$ cat src/rtl/div_unit.sv
// Iterative RV64M divide/remainder unit: restoring shift-subtract, one quotient bit per cycle.
// Divide-by-zero and signed overflow resolve in one cycle without iterating.
module div_unit #(
   parameter int unsigned XLEN = 64
) (
   input  logic            clk,
   input  logic            rst,
   input  logic            start_i,
   input  logic [1:0]      op_i,
   input  logic            word_i,
   input  logic [XLEN-1:0] rs1_data_i,
   input  logic [XLEN-1:0] rs2_data_i,
   input  logic            kill_i,
   output logic            busy_o,
   output logic            done_o,
   output logic [XLEN-1:0] result_o
);

   localparam int unsigned CNT_W = 6;
   localparam int unsigned HALF  = 32;

   typedef enum logic [1:0] {S_IDLE, S_CALC, S_DONE} state_e;

   state_e            state_q, state_d;
   logic [CNT_W-1:0]  cnt_q, cnt_d;
   logic [XLEN-1:0]   rem_q, rem_d;
   logic [XLEN-1:0]   quo_q, quo_d;
   logic [XLEN-1:0]   dsr_q, dsr_d;
   logic              word_q, word_d;
   logic              is_rem_q, is_rem_d;
   logic              neg_q, neg_d;
   logic [XLEN-1:0]   result_q, result_d;
   logic              done_q, done_d;
   logic              busy_q, busy_d;

   logic              op_signed, a_neg, b_neg, div_zero, ovf;
   logic [XLEN-1:0]   a_ext, b_ext, a_mag, b_mag, a_sext32, special_res;
   logic [XLEN:0]     trial;
   logic              fits;
   logic [XLEN-1:0]   rem_nxt, quo_nxt, sel, fixed, assembled;

   // Operand decode for the request presented in IDLE
   always_comb begin
      op_signed = ~op_i[0];
      a_sext32  = {{HALF{rs1_data_i[HALF-1]}}, rs1_data_i[HALF-1:0]};
      if (word_i) begin
         a_ext = op_signed ? a_sext32 : {{HALF{1'b0}}, rs1_data_i[HALF-1:0]};
         b_ext = op_signed ? {{HALF{rs2_data_i[HALF-1]}}, rs2_data_i[HALF-1:0]}
                           : {{HALF{1'b0}}, rs2_data_i[HALF-1:0]};
      end else begin
         a_ext = rs1_data_i;
         b_ext = rs2_data_i;
      end
      a_neg    = op_signed & a_ext[XLEN-1];
      b_neg    = op_signed & b_ext[XLEN-1];
      a_mag    = a_neg ? XLEN'(-a_ext) : a_ext;
      b_mag    = b_neg ? XLEN'(-b_ext) : b_ext;
      div_zero = (b_ext == '0);
      ovf      = op_signed & (word_i
                 ? (rs1_data_i[HALF-1:0] == 32'h8000_0000 && rs2_data_i[HALF-1:0] == 32'hFFFF_FFFF)
                 : (rs1_data_i == {1'b1, {(XLEN-1){1'b0}}} && rs2_data_i == '1));
      if (div_zero)
         special_res = op_i[1] ? (word_i ? a_sext32 : rs1_data_i) : '1;
      else
         special_res = op_i[1] ? '0 : (word_i ? a_sext32 : rs1_data_i);
   end

   // One restoring step plus final sign fix and W sign-extension
   always_comb begin
      trial     = {rem_q, quo_q[XLEN-1]};
      fits      = (trial >= {1'b0, dsr_q});
      rem_nxt   = fits ? XLEN'(trial - {1'b0, dsr_q}) : trial[XLEN-1:0];
      quo_nxt   = {quo_q[XLEN-2:0], fits};
      sel       = is_rem_q ? rem_nxt : quo_nxt;
      fixed     = neg_q ? XLEN'(-sel) : sel;
      assembled = word_q ? {{HALF{fixed[HALF-1]}}, fixed[HALF-1:0]} : fixed;
   end

   always_comb begin
      state_d  = state_q;
      cnt_d    = cnt_q;
      rem_d    = rem_q;
      quo_d    = quo_q;
      dsr_d    = dsr_q;
      word_d   = word_q;
      is_rem_d = is_rem_q;
      neg_d    = neg_q;
      result_d = result_q;
      done_d   = 1'b0;
      case (state_q)
         S_IDLE: begin
            if (start_i && !kill_i) begin
               word_d   = word_i;
               is_rem_d = op_i[1];
               neg_d    = op_i[1] ? a_neg : (a_neg ^ b_neg);
               if (div_zero || ovf) begin
                  result_d = special_res;
                  done_d   = 1'b1;
                  state_d  = S_DONE;
               end else begin
                  rem_d   = '0;
                  quo_d   = word_i ? {a_mag[HALF-1:0], {HALF{1'b0}}} : a_mag;
                  dsr_d   = b_mag;
                  cnt_d   = word_i ? CNT_W'(HALF - 1) : CNT_W'(XLEN - 1);
                  state_d = S_CALC;
               end
            end
         end
         S_CALC: begin
            if (kill_i) begin
               state_d = S_IDLE;
            end else begin
               rem_d = rem_nxt;
               quo_d = quo_nxt;
               if (cnt_q == '0) begin
                  result_d = assembled;
                  done_d   = 1'b1;
                  state_d  = S_DONE;
               end else begin
                  cnt_d = cnt_q - CNT_W'(1);
               end
            end
         end
         S_DONE:  state_d = S_IDLE;
         default: state_d = S_IDLE;
      endcase
      busy_d = (state_d != S_IDLE);
   end

   always_ff @(posedge clk) begin
      if (rst) begin
         state_q  <= S_IDLE;
         cnt_q    <= '0;
         rem_q    <= '0;
         quo_q    <= '0;
         dsr_q    <= '0;
         word_q   <= 1'b0;
         is_rem_q <= 1'b0;
         neg_q    <= 1'b0;
         result_q <= '0;
         done_q   <= 1'b0;
         busy_q   <= 1'b0;
      end else begin
         state_q  <= state_d;
         cnt_q    <= cnt_d;
         rem_q    <= rem_d;
         quo_q    <= quo_d;
         dsr_q    <= dsr_d;
         word_q   <= word_d;
         is_rem_q <= is_rem_d;
         neg_q    <= neg_d;
         result_q <= result_d;
         done_q   <= done_d;
         busy_q   <= busy_d;
      end
   end

   assign busy_o   = busy_q;
   assign done_o   = done_q;
   assign result_o = result_q;

endmodule
$ cat config.mk
export PLATFORM = sky130hd
export DESIGN_NAME = div_unit
export DESIGN_NICKNAME = d
export VERILOG_FILES = /design/src/rtl/div_unit.sv
export SDC_FILE = /design/constraint.sdc
export NUM_CORES = 1
export LEC_CHECK = 0
export ABC_AREA = 1
export BUFFER_PORTS_ARGS = -buffer_cell sky130_fd_sc_hd__buf_2
export CORE_ASPECT_RATIO = 0.9
export CORE_MARGIN = 1.5
export CORE_UTILIZATION = 40
export DETAILED_ROUTE_END_ITERATION = 7
export SETUP_SLACK_MARGIN = 0.5
export SLEW_MARGIN = 20
export SYNTH_ARGS = -nofsm -noshare
export SYNTH_HDL_FRONTEND = slang
export SYNTH_SLANG_ARGS = --single-unit
$ cat constraint.sdc
create_clock -name clk -period 3.5 [get_ports clk]
set_input_delay 0.175 -clock clk [delete_from_list [all_inputs] [get_ports clk]]
set_output_delay 0.175 -clock clk [all_outputs]
set_load 0.05 [all_outputs]
# Word level (Yosys, flattened, before mapping)
# Index checks and enable logic that the tools add are counted.
[totals]
latch_bits = 0
reg_bits = 269
elab_cells = 95
ram_bits = 0
rom_bits = 0
n_memories = 0
in_bits = 135
[op_classes]
magnitude_cmp = 1
n_reduce_logical = 15
n_mul = 0
bitwise = 6
n_shift = 0
mux = 46
n_eq_ne = 11
n_div = 0
addsub = 5
[ops]
columns = ["operator", "count"]
rows = [
  ["64-bit 2-to-1 mux", 25],
  ["64-bit one-hot mux with 2 select lines", 3],
  ["64-bit negation", 3],
  ["64-bit equality test (second input constant)", 2],
  ["65-bit by 64-bit >= comparator with 1-bit output", 1],
  ["32-bit equality test (second input constant)", 2],
  ["64-bit logical NOT", 1],
  ["64-bit subtractor", 1],
  ["6-bit 2-to-1 mux", 5],
  ["2-bit inequality test (second input constant)", 6],
  ["6-bit one-hot mux with 2 select lines", 1],
  ["5-bit AND reduction", 2],
  ["2-bit 2-to-1 mux", 4],
  ["6-bit logical NOT", 1],
  ["1-bit 2-to-1 mux", 6],
  ["6-bit by 1-bit subtractor with 6-bit output (second input constant)", 1],
  ["2-bit one-hot mux with 2 select lines", 1],
  ["4-bit AND reduction", 1],
  ["2-bit nonzero test", 2],
  ["1-bit AND", 3],
  ["1-bit logical AND", 3],
  ["3-bit AND reduction", 1],
  ["2-bit by 1-bit equality test with 1-bit output (second input constant)", 1],
  ["2-bit logical NOT", 1],
  ["other kinds (6)", 7],
]

# Logic depth before layout (Yosys ltp)
# Gate-level depths: netlist (run 1).
[logic_depth]
depth_word = 9
mapped_depth = 34

# Worst setup path after synthesis (run 1)
# Ideal clock, no wire load.
[synth_timing]
path_type = "flip-flop to flip-flop"
startpoint = "reg dsr_q[44]"
endpoint = "reg result_q[62], in the netlist result_o[62]"
path_stages_with_launch = 29
path_buffers = 2
slack_ns = 0.255
synth_period_minus_slack_ns = 3.245
arrival_ns = 3.178
cell_sequence = "dfxtp_1 -> inv_1 -> ha_1 -> nand2_1 -> inv_2 -> a21oi_2 -> inv_2 -> a21oi_2 -> a21oi_4 -> nor2_8 -> nand2_8 -> buf_6 -> nand2_1 -> nand2_1 -> inv_1 -> ha_1 -> inv_1 -> nor2_1 -> nand2_1 -> nor2_1 -> nand3_1 -> nand2_1 -> buf_4 -> nand3_1 -> nand2_1 -> nand3_1 -> nand2_1 -> nand2_1 -> a21oi_2"
[synth_via]
elab_chain_cells = 9
[synth_lines]
columns = ["item", "line_no", "text"]
rows = [
  ["start: declaration", "28", "logic [XLEN-1:0] dsr_q, dsr_d;"],
  ["start signal: assignment", "148", "dsr_q <= dsr_d;"],
  ["64-bit subtractor / 65-bit by 64-bit >= comparator with 1-bit output (equally long branches)", "72, 71", ""],
  ["64-bit 2-to-1 mux", "72", "rem_nxt = fits ? XLEN'(trial - {1'b0, dsr_q}) : trial[XLEN-1:0];"],
  ["64-bit 2-to-1 mux (*)", "74", "sel = is_rem_q ? rem_nxt : quo_nxt;"],
  ["64-bit negation", "75", "fixed = neg_q ? XLEN'(-sel) : sel;"],
  ["64-bit 2-to-1 mux (*)", "75", ""],
  ["64-bit 2-to-1 mux (*)", "76", "assembled = word_q ? {{HALF{fixed[HALF-1]}}, fixed[HALF-1:0]} : fixed;"],
  ["64-bit 2-to-1 mux (*)", "115", "if (cnt_q == '0) begin"],
  ["64-bit 2-to-1 mux (*)", "110", "if (kill_i) begin"],
  ["64-bit one-hot mux with 2 select lines (*)", "90", "case (state_q)"],
  ["end signal: assignment", "152", "result_q <= result_d;"],
  ["end: declaration", "32", "logic [XLEN-1:0] result_q, result_d;"],
]
# Mark *: on every way between the ends. The rest lies on a longest branch, timed or not. The select of a mux whose other input is x is not followed.
# A chain may end at the register's enable or synchronous reset.

# Final worst setup path (run 1)
[layout_timing]
startpoint = "reg dsr_q[1]"
endpoint = "reg result_q[49], in the netlist result_o[49]"
# Same word-level chain as after synthesis.

==> results of run 1 <==
==> worst min-delay path, delay by kind of cell <==
kind	cells	cell delay (ns)
AOI/OAI and AO/OA	1	0.13
buffers and inverters	1	0.12
xor gates and xnor gates	1	0.10
==> through the flow <==
step                instances  setup WS, ns
CTS                      6295        -0.282
global route             6334        -0.503
finish                   6335        -0.319
global placement         6201        -0.663
floorplan                4631         0.464
detailed placement       6201        -0.668
==> routing by layer <==
| layer | vias up | wire (um) |
|---|---|---|
| met5 | - | 19 |
| met4 | 2 | 5150 |
| met3 | 229 | 12100 |
| met2 | 1560 | 53600 |
| met1 | 15885 | 57600 |
| li1 | 16606 | - |
==> kinds of logic (layout without fill, tap and decap cells) <==
| logic type | Yosys count | after routing | synth area share, % |
|---|---|---|---|
| xor+xnor | 145 | 145 | 4.86 |
| other cells | 0 | 1 | 0 |
| buf+inv | 776 | 1624 | 12.3 |
| simple gates | 2528 | 2528 | 41.2 |
| flops | 269 | 269 | 20.6 |
| fa+ha+maj | 70 | 70 | 3.38 |
| compound gates | 843 | 843 | 17.6 |
==> what timing repair did <==
action,4_1_cts,5_1_grt
pin swaps,20,85
gates resized for setup,168,351
endpoints found under the hold margin,21,0
setup buffers,15,33
cloned,2,6
endpoints found under the setup margin,67,99
hold buffers,21,0
==> flip-flops by register name, indices dropped and copies added (netlist names) <==
signal / count
quo_q: 64
done_o: 1
word_q: 1
is_rem_q: 1
result_o: 64
neg_q: 1
state_q: 2
rem_q: 64
dsr_q: 64
cnt_q: 6
busy_o: 1
==> path summary, 6_finish.rpt <==
check                       startpoint                   endpoint  slack [ns]  cells after the start
max              dsr_q[1]$_SDFFE_PP0P_  result_o[49]$_SDFFE_PP0P_       -0.32                     29
max reg2reg      dsr_q[1]$_SDFFE_PP0P_  result_o[49]$_SDFFE_PP0P_       -0.32                     29
min reg2reg  result_o[39]$_SDFFE_PP0P_  result_o[39]$_SDFFE_PP0P_        0.47                      2
min                     rs2_data_i[16]     dsr_q[16]$_SDFFE_PP0P_        0.02                      3
==> cell type report <==
cell class / count / share of cell area, %
Timing Repair Buffer: 997 / 20.2
Antenna cell: 1 / 0.00666
Tap cell: 855 / 2.85
Clock buffer: 45 / 2.65
Sequential cell: 269 / 14.6
Inverter: 571 / 5.78
Multi-Input combinational cell: 3586 / 53.4
Clock inverter: 11 / 0.499
==> cell usage in the layout, fill, tap and decap left out, types with 79 or more instances in the layout <==
cell type	Yosys	layout
nand3_1	280	226
buf_2	28	199
nand2_2	30	169
buf_4	9	727
dfxtp_2	0	79
inv_1	553	491
nand2_1	1497	1328
xor2_1	104	103
a21oi_1	411	385
dfxtp_1	269	187
nor2_1	468	390
o21ai_0	259	235
==> where the power goes <==
group	leakage [nW]	switching, mW	internal (mW)
sequential	2.23	0.136	3.24
clock	0.584	1.55	2.37
combinational	15.5	3.56	2.28
==> metrics, run 1 <==
layout cells sized above 1=32.1%; Synth area leaders=nand2_1 (22%), dfxtp_1 (21%), inv_1 (7.9%); Die Wd=272 um; Placed Area=34000 um2; total die area=66900 um2; total grt overflow=0; P_leak=18.3 nW; initial antenna violation count=5; CTS tree=done; Achievable Freq=around 0.26 GHz; Startpoint Class=flip-flop; Tot GR Track Use=a little under two fifths; Final Skew=between 0.02 and 0.025 ns; final period utilization=109%; worst hold slack=0.0190 ns; final WL=128000 um; Max Slew Vio Count=0; Main synth FF type=dfxtp_1; Worst Path Arrival=4.29 ns; run status=complete, but fails checks; Max-Cap Viols=0; Synth area leader=nand2_1; M1 GR Usage=52.6%; fraction of registers with async set/reset=0%; CP Max Fanout=8; row cnt=88; most common cell in the netlist=nand2_1; worst vdd ir=0.305 mV; Yosys top cell area share=21.5%; clock buffer depth=3; Worst-Skew Late Latency=0.56 ns; Hold Path Class=in -> reg; # IOs=~200; FILL cells=about 6500; EDFF count, synth=0; worst endpoint required time=3.97 ns; Mapped Avg Cell Area=between 5 and 6 um2; Ys Warns=0; htree depth=2; cell area after layout=37600 um2; GR peak layer=met2; area delta synth->final=43.8%; RSZ-0062 raised after global routing=yes; multi-input logic area=20100 um2; post-synthesis sequential area ratio=20.6%; first-pass GRT wire length=approximately 190000 um; Synth Register Bits=269; transition time of the tightest slew-check pin=around 1.0 ns; final antenna-violating net count=0; vias in the first global route=31201; dpl hpwl=102000 um; cell area power density=350 nW/um2; CP max stage cell=dfxtp_2; Pre-Repair DR Iteration Count=8; port buffer count=200; largest net degree at the start of global routing=94; Final Util=between 50% and 60%; CP delay by family, top=simple AND/OR/NAND/NOR gates; First DRT Iteration DRCs=3316; root buffer cell=clkbuf_16; post-synth cell types=69; grt met2 use=54.8%; GPL Wtd Cong=1.05; Crit path largest cell delay=roughly 0.35 ns; CTS Buf Count=36; Core Region=64300 um2; critical path class=reg -> reg; met3 usage=6.69%; Worst-path clk slew=0.06 ns; top cells by count, synth=nand2_1 (1497), inv_1 (553), nor2_1 (468); final setup margin=-0.319 ns; DRC=0; Final nets=about 5700; Net Count, Synth=4836; Slew HR=around a third; crit path capture type=flip-flop; Post-Route Setup TNS=-11.54 ns; clk sinks=269; wire length per cell=20.3 um; final hold violation count=0; DIE HEIGHT=245 um; via/cell ratio=between 5 and 6; setup violators final=50; Tmin final=3.82 ns; Worst path most repeated cell=nand2_2; total power=13.1 mW; failing checks=negative setup slack; via count=34282; mapped cell area=roughly 26000 um2; Gate Count Post-Synth=4631; FF/Latch Area=about 5500 um2; Initial Utilization=40.6%; Worst Path Buf+Inv=4
(Power assumes the default switching activity.)
==> run 2, diff against run 1 <==
ABC_AREA = 0   (was 1)
CAP_MARGIN = 40   (was not set)
==> run 2 against run 1 <==
  * The run still ends with negative setup slack left
  * Register-to-register slack worse by 0.99 ns
  * Clock power down 5.9%
  * First-iteration DRC count down 2.3%
  * Critical endpoint is now result_o[50]$_SDFFE_PP0P_
  * Largest cell class unchanged
  * Largest power group unchanged
==> metrics, run 2 <==
run status=complete, but fails checks; failing checks=negative setup slack; Worst-path clk slew=0.06 ns (about the same); CTS Hold Buffers Added=0 (-100%); CP Launch Point=rem_q[23]$_SDFFE_PP0P_; wire length per cell=23.1 um (+14%); worst endpoint required time=3.93 ns (-0.04 ns); setup slack, reg-to-reg=-1.31 ns (-0.99 ns); Synth area leaders=dfxtp_1 (23%), nor2_1 (8.1%), a21oi_1 (7.3%); reg2reg start=rem_q[23]$_SDFFE_PP0P_; port buffer count=200 (unchanged); Pre-Repair DR Iteration Count=6 (-2); Mapped Avg Cell Area=6.99 um2 (+24%); crit path capture type=flip-flop; Hold Path Class=in -> reg; row cnt=83 (-5.7%); RSZ-0062 raised after global routing=yes; Main synth FF type=dfxtp_1; Final nets=4505 (-20%); area delta synth->final=64.9%; Max-Cap Viols=0 (unchanged); layout cells sized above 1=44.8% (+13 points); Achievable Freq=0.208 GHz (-21%); Initial Utilization=40.4% (-0.22 points); final hold violation count=0 (unchanged); FILL cells=4688 (-27%); CTS tree=done; clk sinks=269 (unchanged); Slew HR=42.8% (+10 points); most common cell in the netlist=nor2_1; commonest non-fill, non-tap cells in the layout=buf_4 (840), nor2_1 (465), nand2_1 (298); hold path start=rs2_data_i[13]; Tot GR Track Use=36.8% (-0.090 points); cell area after layout=38000 um2 (+1.1%); Ys Warns=0 (unchanged); top cells by count, synth=nor2_1 (498), a21oi_1 (334), nand2_1 (334); Core Region=57000 um2 (-11%); dpl hpwl=87000 um (-15%); post-synth cell types=102 (+48%); largest net degree at the start of global routing=74 (-21%); final antenna-violating net count=0 (unchanged); mapped cell area=23000 um2 (-12%); transition time of the tightest slew-check pin=0.854 ns (-0.160 ns); Tmin final=4.81 ns (+0.990 ns); Worst Path Arrival=5.24 ns (+0.95 ns); Synth Register Bits=269 (unchanged); via/cell ratio=5.91 (+9.2%); EDFF count, synth=0 (unchanged); via count=30079 (-12%); fraction of registers with async set/reset=0% (unchanged); Net Count, Synth=3501 (-28%); clock buffer depth=3 (unchanged); worst hold slack=0.0341 ns (+0.0150 ns); total die area=59100 um2 (-12%); DIE HEIGHT=231 um (-6.0%); CP Max Fanout=7 (-1); most common cell after layout, fill and taps aside=buf_4; initial antenna violation count=6 (+1); htree depth=2 (unchanged); cell area power density=318 nW/um2 (-8.9%); Final Skew=0.0215 ns (-0.00234 ns); # IOs=201 (unchanged); Synth area leader=dfxtp_1; total grt overflow=0 (unchanged); setup violators final=69 (+38%); GPL Wtd Cong=1.02 (-2.8%); CTS Buf Count=35 (-2.8%); First DRT Iteration DRCs=3241 (-2.3%); final setup margin=-1.31 ns (-0.990 ns); Gate Count Post-Synth=3296 (-29%); post-synthesis sequential area ratio=23.4% (+2.8 points); vias in the first global route=27326 (-12%); Startpoint Class=flip-flop; final WL=117000 um (-8.6%); final period utilization=137% (+28 points); critical path class=reg -> reg; root buffer cell=clkbuf_16; DRC=0 (unchanged); P_leak=15.7 nW (-14%); Max Slew Vio Count=0 (unchanged); worst vdd ir=0.257 mV (-16%); Placed Area=31200 um2 (-8.1%); Worst-Skew Late Latency=0.56 ns (about the same); Die Wd=256 um (-6.0%); Yosys top cell area share=23.4% (+1.9 points); first-pass GRT wire length=167000 um (-11%)
## run 2: changes by cell type after synthesis, sizes merged, moves of 29 or more
cell	before	now
o31ai	8	49
mux2i	0	44
a21o	3	42
o21ai	277	201
nand2	1532	334
xnor2	41	129
clkbuf	115	189
o211ai	17	46
a21oi	418	338
nand3	313	49
nor3	48	130
a211oi	20	116
inv	568	111
## run 2: cell families (layout without fill, tap and decap cells)
family	Yosys count	in the layout	synth area share (%)
buf+inv	371	1400	6.68
compound gates	1038	1038	29.3
simple gates	1249	1249	24.8
mux	50	50	2.34
fa+ha+maj	98	98	5.05
xor+xnor	221	221	8.40
other cells	0	2	0
flops	269	269	23.4
## run 2: cell type report
class	instances	area (um2)	share of cell area (%)
Antenna cell	2	5.00	0.0132
Clock buffer	48	995	2.62
Clock inverter	14	143	0.375
Inverter	112	443	1.17
Multi-Input combinational cell	2656	20100	52.9
Sequential cell	269	5460	14.4
Tap cell	765	957	2.52
Timing Repair Buffer	1226	9890	26.0
## run 2: what timing repair did
action                                  in CTS  in global routing
buffers inserted                            90                 94
cloned                                       5                  1
gates resized for setup                    514                327
endpoints found under the setup margin     263                179
pin swaps                                  178                210
## run 2: critical path: stages (launching register included)
cell,delay (ns)
dfxtp_1,0.37
ha_4,0.29
buf_4,0.11
nand4_1,0.17
buf_4,0.19
o211ai_1,0.25
a21o_2,0.23
a21oi_4,0.05
o21ai_4,0.32
buf_6,0.19
buf_12,0.14
mux2i_1,0.18
buf_4,0.17
a21o_1,0.15
nand4b_1,0.14
buf_6,0.17
buf_6,0.11
nor3_2,0.17
buf_4,0.18
nand4_4,0.10
buf_8,0.17
buf_8,0.14
o31ai_4,0.25
xnor2_2,0.15
o21ai_1,0.09
a22o_1,0.18
## run 2: metrics by stage
stage / TNS, ns / setup slack, ns / std cells / power (mW) / util [%]
finish: -68.02 / -1.31 / 5092 / 12.1 / 66.6
global route: -76.12 / -1.42 / 5090 / 12.5 / 66.6
CTS: -59.87 / -1.19 / 4992 / 11.4 / 62.5
global placement: -123.57 / -1.59 / 4831 / 7.16 / 54.7
floorplan: -64.79 / -1.53 / 3296 / 5.38 / -
detailed placement: -128.66 / -1.55 / 4835 / 7.17 / 54.8
## run 2: metal layers
layer	track usage [%]	share of wire [%]
met5	0	0.029
met4	12.4	4.0
met3	8.67	11
met2	56.1	43
met1	50.7	42
## run 2: where the power goes
group / total, mW / switching [mW] / internal [mW]
Sequential: 3.31 / 0.118 / 3.19
Clock: 3.69 / 1.54 / 2.15
Combinational: 5.09 / 2.83 / 2.27
Total: 12.1 / 4.49 / 7.61
## run 2: worst paths after layout
kind,endpoint,depth (start not counted)
max,result_o[50]$_SDFFE_PP0P_,25
min,dsr_q[13]$_SDFFE_PP0P_,4
max reg2reg,result_o[50]$_SDFFE_PP0P_,25
min reg2reg,dsr_q[51]$_SDFFE_PP0P_,2
